===== config.mk =====
export PLATFORM = sky130hd
export DESIGN_NAME = traffic_light_ctrl
export DESIGN_NICKNAME = d
export VERILOG_FILES = /design/src/rtl/traffic_light_ctrl.sv
export SDC_FILE = /design/constraint.sdc
export NUM_CORES = 1
export LEC_CHECK = 0
export BUFFER_PORTS_ARGS = -buffer_cell sky130_fd_sc_hd__buf_2
export CAP_MARGIN = 20
export CORE_MARGIN = 1
export CORE_UTILIZATION = 31
export DETAILED_ROUTE_END_ITERATION = 10
export GPL_ROUTABILITY_DRIVEN = 0
export GPL_TIMING_DRIVEN = 1
export PLACE_DENSITY_LB_ADDON = 0.25
export SYNTH_ARGS = -nofsm -noshare
export SYNTH_HDL_FRONTEND = slang
export SYNTH_SLANG_ARGS = --single-unit

===== constraint.sdc =====
create_clock -name clock -period 7.6 [get_ports clock]
set_clock_uncertainty 0.1 [all_clocks]
set_input_delay 0.38 -clock clock [delete_from_list [all_inputs] [get_ports clock]]
set_output_delay 0.38 -clock clock [all_outputs]
set_load 0.02 [all_outputs]

===== src/rtl/traffic_light_ctrl.sv =====
// Purpose: two-road traffic light controller with B-road sensor extension, pedestrian walks and night flash.
// Latency: all outputs are flops decoded from the next state, so lamps, walks and phase change on the state edge.
// Backpressure: none; inputs are sampled every clock and the phase timer advances only on cycles with tick=1.
module traffic_light_ctrl #(
   parameter int GREEN_TIME  = 10,
   parameter int YELLOW_TIME = 3,
   parameter int ALLRED_TIME = 2,
   parameter int MAX_EXT     = 5,
   parameter int CW          = 6
) (
   input  logic       clock,
   input  logic       reset,
   input  logic       tick,
   input  logic       sensor_b,
   input  logic       ped_req_a,
   input  logic       ped_req_b,
   input  logic       flash_mode,
   output logic [2:0] light_A,
   output logic [2:0] light_B,
   output logic       walk_A,
   output logic       walk_B,
   output logic [2:0] phase
);

   typedef enum logic [2:0] {
      A_GREEN   = 3'd0,
      A_YELLOW  = 3'd1,
      ALLRED_AB = 3'd2,
      B_GREEN   = 3'd3,
      B_YELLOW  = 3'd4,
      ALLRED_BA = 3'd5,
      FLASH     = 3'd6
   } state_t;

   // Lamp encoding is [R,Y,G].
   localparam logic [2:0] LAMP_OFF    = 3'b000;
   localparam logic [2:0] LAMP_GREEN  = 3'b001;
   localparam logic [2:0] LAMP_YELLOW = 3'b010;
   localparam logic [2:0] LAMP_RED    = 3'b100;

   // Timer values at which the corresponding tick ends a phase.
   localparam logic [CW-1:0] GREEN_LAST  = CW'(GREEN_TIME - 1);
   localparam logic [CW-1:0] YELLOW_LAST = CW'(YELLOW_TIME - 1);
   localparam logic [CW-1:0] ALLRED_LAST = CW'(ALLRED_TIME - 1);
   localparam logic [CW-1:0] EXT_LAST    = CW'(GREEN_TIME + MAX_EXT - 1);
   localparam logic [CW-1:0] TIMER_ONE   = CW'(1);

   state_t          state_q,   state_d;
   logic [CW-1:0]   timer_q,   timer_d;
   logic            pend_a_q,  pend_a_d;
   logic            pend_b_q,  pend_b_d;
   logic            toggle_q,  toggle_d;
   logic [2:0]      light_a_q, light_a_d;
   logic [2:0]      light_b_q, light_b_d;
   logic            walk_a_q,  walk_a_d;
   logic            walk_b_q,  walk_b_d;

   logic            demand_b;
   logic            state_change;
   logic            enter_a_green;
   logic            enter_b_green;
   logic            enter_flash;

   // Next-state selection; flash entry from a green ignores tick, everything else waits for a tick.
   always_comb begin
      state_d  = state_q;
      demand_b = sensor_b | pend_b_q;
      case (state_q)
         A_GREEN: begin
            if (flash_mode) begin
               state_d = A_YELLOW;
            end else if (tick && (timer_q >= GREEN_LAST) && demand_b) begin
               state_d = A_YELLOW;
            end
         end
         A_YELLOW: begin
            if (tick && (timer_q == YELLOW_LAST)) begin
               state_d = ALLRED_AB;
            end
         end
         ALLRED_AB: begin
            if (tick && (timer_q == ALLRED_LAST)) begin
               state_d = flash_mode ? FLASH : B_GREEN;
            end
         end
         B_GREEN: begin
            if (flash_mode) begin
               state_d = B_YELLOW;
            end else if (tick && (((timer_q >= GREEN_LAST) && !sensor_b) || (timer_q == EXT_LAST))) begin
               state_d = B_YELLOW;
            end
         end
         B_YELLOW: begin
            if (tick && (timer_q == YELLOW_LAST)) begin
               state_d = ALLRED_BA;
            end
         end
         ALLRED_BA: begin
            if (tick && (timer_q == ALLRED_LAST)) begin
               state_d = flash_mode ? FLASH : A_GREEN;
            end
         end
         FLASH: begin
            if (tick && !flash_mode) begin
               state_d = ALLRED_BA;
            end
         end
         // Illegal code 7 recovers through a full all-red clearance.
         default: begin
            state_d = ALLRED_BA;
         end
      endcase
   end

   // Entry strobes shared by the timer, request latches and output decode.
   always_comb begin
      state_change  = (state_d != state_q);
      enter_a_green = state_change && (state_d == A_GREEN);
      enter_b_green = state_change && (state_d == B_GREEN);
      enter_flash   = state_change && (state_d == FLASH);
   end

   // Phase timer: cleared on any state change, counts ticks, parks at the end of minimum green on A.
   always_comb begin
      timer_d = timer_q;
      if (state_change) begin
         timer_d = '0;
      end else if (tick) begin
         if ((state_q == A_GREEN) && (timer_q >= GREEN_LAST)) begin
            timer_d = timer_q;
         end else begin
            timer_d = timer_q + TIMER_ONE;
         end
      end
   end

   // Pedestrian request latches; a request arriving on the entry cycle survives into the next visit.
   always_comb begin
      pend_a_d = ped_req_a | (pend_a_q & ~enter_a_green);
      pend_b_d = ped_req_b | (pend_b_q & ~enter_b_green);
   end

   // Flash blink phase: restarts lit on entry, inverts on each tick while flashing, idle-low elsewhere.
   always_comb begin
      toggle_d = 1'b0;
      if (state_d == FLASH) begin
         if (enter_flash) begin
            toggle_d = 1'b0;
         end else if (tick) begin
            toggle_d = ~toggle_q;
         end else begin
            toggle_d = toggle_q;
         end
      end
   end

   // Output decode from the next state so every output flop moves together with the state flop.
   always_comb begin
      light_a_d = LAMP_RED;
      light_b_d = LAMP_RED;
      walk_a_d  = 1'b0;
      walk_b_d  = 1'b0;
      case (state_d)
         A_GREEN: begin
            light_a_d = LAMP_GREEN;
            walk_a_d  = enter_a_green ? pend_a_q : walk_a_q;
         end
         A_YELLOW: begin
            light_a_d = LAMP_YELLOW;
         end
         B_GREEN: begin
            light_b_d = LAMP_GREEN;
            walk_b_d  = enter_b_green ? pend_b_q : walk_b_q;
         end
         B_YELLOW: begin
            light_b_d = LAMP_YELLOW;
         end
         FLASH: begin
            light_a_d = toggle_d ? LAMP_OFF : LAMP_YELLOW;
            light_b_d = toggle_d ? LAMP_OFF : LAMP_RED;
         end
         default: begin
            light_a_d = LAMP_RED;
            light_b_d = LAMP_RED;
         end
      endcase
   end

   // State, timer, request latches and registered outputs; reset drops straight into A green.
   always_ff @(posedge clock or negedge reset) begin
      if (!reset) begin
         state_q   <= A_GREEN;
         timer_q   <= '0;
         pend_a_q  <= 1'b0;
         pend_b_q  <= 1'b0;
         toggle_q  <= 1'b0;
         light_a_q <= LAMP_GREEN;
         light_b_q <= LAMP_RED;
         walk_a_q  <= 1'b0;
         walk_b_q  <= 1'b0;
      end else begin
         state_q   <= state_d;
         timer_q   <= timer_d;
         pend_a_q  <= pend_a_d;
         pend_b_q  <= pend_b_d;
         toggle_q  <= toggle_d;
         light_a_q <= light_a_d;
         light_b_q <= light_b_d;
         walk_a_q  <= walk_a_d;
         walk_b_q  <= walk_b_d;
      end
   end

   assign light_A = light_a_q;
   assign light_B = light_b_q;
   assign walk_A  = walk_a_q;
   assign walk_B  = walk_b_q;
   assign phase   = state_q;

endmodule


After elaboration in Yosys (flattened, before gate mapping) --
Cells that the tools add are included.
Word-level totals: bits in writable memories 0, flip-flop bits (word level) 20, bits in latches 0, memory bits (read-only) 0, output and inout port bits 11, memories kept 0, input port bits 7, word-level logic and storage cells 80
Cells by class: equal/unequal tests 17, divide/modulo/power cells 0, shift operators 0, reduce and logical (&&, ||, !) cells 18, $lt $le $gt $ge 1, bitwise logic cells 8, multiply operators 0, mux-type cells 26, add/subtract/negate cells 1
Operators with widths (number):
- 3-bit 2-to-1 mux | 12
- 3-bit case mux with 7 select lines | 1
- 6-bit 2-to-1 mux | 3
- 3-bit case mux with 3 select lines | 2
- 3-bit equality test, second input constant | 5
- 1-bit logical AND | 11
- 3-bit by 2-bit equality test with 1-bit output, second input constant | 3
- 1-bit 2-to-1 mux | 7
- 6-bit by 1-bit adder with 6-bit output, second input constant | 1
- 3-bit by 1-bit equality test with 1-bit output, second input constant | 2
- 6-bit by 1-bit equality test with 1-bit output, second input constant | 1
- 6-bit by 2-bit equality test with 1-bit output, second input constant | 1
- 6-bit by 4-bit equality test with 1-bit output, second input constant | 1
- 6-bit by 4-bit >= comparator with 1-bit output, second input constant | 1
- 3-bit zero test | 2
- 2-bit inequality test, second input constant | 3
- 3-bit inequality test | 1
- 1-bit NOT | 3
- 1-bit bitwise OR | 3
- 1-bit AND | 2
- 1-bit zero test | 2
- 2-bit 2-to-1 mux | 1
- 2-bit AND reduction | 1
- 2-bit nonzero test | 1
- 1-bit logical OR | 1

Depth between registers and ports, before layout --
depth in word-level cells 13, depth in mapped cells 9, depth with buffers taken out 9

Least setup slack after synthesis --
Ideal clock, no wire load.
kind register -> register, from register timer_q[1], to register light_a_q[2], in the netlist light_A[2], library setup time 0.119 ns, period minus slack after synthesis 2.431 ns, required time 7.381 ns, path buffers 0, cell stages (with the launch flop) 9, data arrival time 2.212 ns, slack 5.169 ns, cells stage by stage dfrtp_1 > inv_1 > ha_1 > or3b_1 > a211oi_1 > o21ai_0 > a311oi_4 > nand2b_1 > and2_1
Between the ends: word-level cells in the longest chain between the ends 9, elaborated cells on any way between the ends 24, those cells by class 1 x order compare; 5 x eq/ne; 10 x mux; 8 x reduce/logical
Ends and longest elaborated chain:
- start: declaration | line 49 | logic [CW-1:0] timer_q, timer_d;
- start signal: assignment | line 203 | timer_q <= timer_d;
- 6-bit by 4-bit >= comparator with 1-bit output | line 72, 89
- 1-bit logical AND | line 89 | end else if (tick && (((timer_q >= GREEN_LAST) && !sensor_b) || (timer_q == EXT_LAST))) begin
- 1-bit logical OR | line 89
- 1-bit logical AND | line 89
- 3-bit 2-to-1 mux | line 89
- 3-bit 2-to-1 mux | line 87 | if (flash_mode) begin
- 3-bit case mux with 7 select lines (*) | line 68 | case (state_q)
- 3-bit equality test (tied with other cells) | line 163 | case (state_d)
- 3-bit case mux with 3 select lines (*) | line 163
- via light_a_d[2] | line 53 | logic [2:0] light_a_q, light_a_d;
- end signal: assignment | line 207 | light_a_q <= light_a_d;
- end: declaration | line 53
The timed path passes the listed nets; every way through them passes the cells marked *. A chain may end at the register's enable or synchronous reset.

Worst setup path in the final report --
Ends and elaborated chain as after synthesis.

==> metrics.yaml <==
run_status: "complete, no violations"
hpwl_um: 2020
grt_setup_unrepaired: "false"
power_switching_uw: 232
synth_warnings: 0
path_max_fanout: 5
ys_seq_area_share_pct: 40.2
drc_errors: 0
cts_sinks: 20
rows: 22
max_slew_margin_pct: 63.4
fmax_mhz: 369
period_minus_slack_ns: 2.71
cts_made_buffers: 3
vias_per_cell: 5.12
power.static_leakage_uw: 0.000609
synth_area_mm2: 0.00125
setup_viol: 0
crit_chain: "inv_1 -> ha_1 -> or3b_1 -> a211oi_1 -> o21ai_0 -> a311oi_4 -> nand2b_1 -> and2_1"
required_ns: 7.65
diodes: 0
postRouteWirelength_um: 2700
cap_violations: 0
maxSlewViolCount: 0
end_kind: "flop"
post_drt_wl_per_cell_um: 14.6
dr.pass1.iters: 4
async_flop_share_pct: 100
grt_overflow_total: 0
cts_tree: "yes"
numPortBuffers: 17
grt_max_degree: 21
synth-seq-cells: 20
nNetsFinal: 149
cts_setup_buffers: 0
reg2reg_depth: 8
clk_pin_slew_ns: 0.07
htree_num_levels: 1
arrival_ns: 2.76
instances_no_fill: 185
worst_ir_drop_vdd_v: 0.000116
combPwrFrac_pct: 49.9
clk_latency_ns: 0.25
switching_share_pct: 44.9
grt_use_total_pct: 14.7
drt_iter0_drc: 60
ys_types: 52
power.clock.fraction_pct: 15.4
whs_path_depth: 2
ios: 18
grt_antenna_before_repair: 0
synth_area_per_cell_um2: 10.3
cp_slowest_cell: "or3b_1"
postPlaceCellArea_mm2: 0.00137
power_uw: 518
grt_pass1_vias: 971
die_y_um: 65.5
clock-root-buffer: "clkbuf_8"
syn-num-nets: 132
netlist_instances: 121
drive_gt1_share_pct: 27.7
yosys.area.top_type: "dfrtp_1"
p_per_area_mw_per_mm2: 362
die_x_um: 65.5
ys.flop_type: "dfrtp_1"
fp.dieArea_mm2: 0.00429
synth_edf_count: 0
final_cell_area_mm2: 0.00143
start_util_pct: 33.2
synthTopCellsByArea: "dfrtp_1 36%, dfstp_2 4.2%, ha_1 4.0%, nor2_1 3.9%, nand2b_1 3.0%"
p_int_uw: 286
cts_max_path_buffers: 2
vias: 948
path_class: "reg2reg"
ant_nets: 0
grt_pass1_wl_um: 4770
place_inst: 180
yosysTopAreaCellShare_pct: 36.0
worst_pin_slew_ns: 0.541
seq_power_share_pct: 34.7
critPathMaxStageDelay_ns: 0.42
hold_viol_final: 0
timing.final.crit_share_pct: 35.7
syn2layout_area_growth_pct: 14.3
worstSetupStartpointType: "flop"
hold_path_class: "in2reg"
core_region_area_mm2: 0.00377
finalSetupTns_ns: 0
==> synth_stat cells, drive strengths merged (4+ instances only) <==
library cell,number
inv,4
dfrtp,18
o21ai,6
ha,4
xor2,4
nand2b,7
nor3,5
nand2,7
nor2,13
==> routing by layer <==
layer  global-route usage (%)  share of wire (%)  vias up  wire length, um
met5                        0                  0        -                0
met4                     4.08               0.93        0               25
met3                     3.65                4.2        4              112
met2                     22.2                 45       19             1220
met1                     20.6                 50      459             1350
li1                         -                  -      466                -
==> layout by cell type (no fill, tap or decap), types with 4 or more instances in the layout <==
cell type and instances:
buf_2 17, clkbuf_8 4, dfrtp_1 18, ha_1 4, nand2_1 7, nand2b_1 6, nor2_1 13, o21ai_0 5
xor2_1 4
==> timing repair <==
item	4_1_cts	5_1_grt
endpoints found under the hold margin	18	0
gates resized for setup	0	0
hold buffers	1	0
==> state kept, by name, indices dropped and copies added, names as in the netlist <==
name	cells
pend_b_q	1
pend_a_q	1
toggle_q	1
light_B	3
walk_B	1
phase	3
walk_A	1
light_A	3
timer_q	6
==> logic make-up after synthesis <==
kind of cell             count (synthesis)  synth area share [%]
AND/OR/NAND/NOR                         53                  27.4
AO/OA/AOI/OAI                           27                  19.7
multiplexers                             1                 0.800
XOR/XNOR                                 6                  4.20
adder cells (fa/ha/maj)                  4                  4.00
flip-flops                              20                  40.2
buffers and inverters                   10                  3.70
==> final cells by class <==
| cell class | instances | area (um2) |
|---|---|---|
| inverter | 4 | 15.0 |
| multi-input combinational | 91 | 702 |
| timing repair buffer | 18 | 95.1 |
| clock buffer | 4 | 55.1 |
| tap | 48 | 60.1 |
| fill | 363 | 2340 |
| sequential | 20 | 503 |
==> power groups by stage <==
stage / Clock (uW) / Combinational, uW / Sequential, uW
3_3_place_gp: 0 / 257 / 180
6_report: 79.7 / 258 / 180
5_1_grt: 88.6 / 286 / 186
4_1_cts: 84.4 / 261 / 179
3_5_place_dp: 0 / 260 / 182
2_1_floorplan: 0 / 200 / 181
==> worst paths after layout <==
check                           slack [ns]    endpoint  startpoint
max in group asynchronous             6.56  light_A[0]       reset
worst min register to register        0.39    pend_a_q    pend_a_q
worst max register to register        4.89  light_A[2]  timer_q[1]
worst min-delay path                  0.21    pend_a_q   ped_req_a
min in group asynchronous             0.49      walk_B       reset
worst max-delay path                  4.89  light_A[2]  timer_q[1]
==> per-stage QoR <==
step | hold slack, ns | setup slack [ns] | util (%)
final | 0.205 | 4.89 | 37.9
after global routing | 0.219 | 4.70 | 37.9
after CTS | 0.199 | 4.89 | 37.9
after detailed placement | 0.268 | 4.90 | 36.2
after global placement | 0.258 | 5.04 | 36.2
after floorplan | -0.0156 | 5.17 | -
==> worst max-delay path, delay by kind of cell, from the launching register on <==
kind / cells / cell delay (ns)
AO/OA/AOI/OAI: 3 / 1.01
adder cells (fa/ha/maj): 1 / 0.23
buffers and inverters: 1 / 0.10
flip-flops: 1 / 0.41
AND/OR/NAND/NOR: 3 / 0.75
Power figures use the tool's default switching activity.
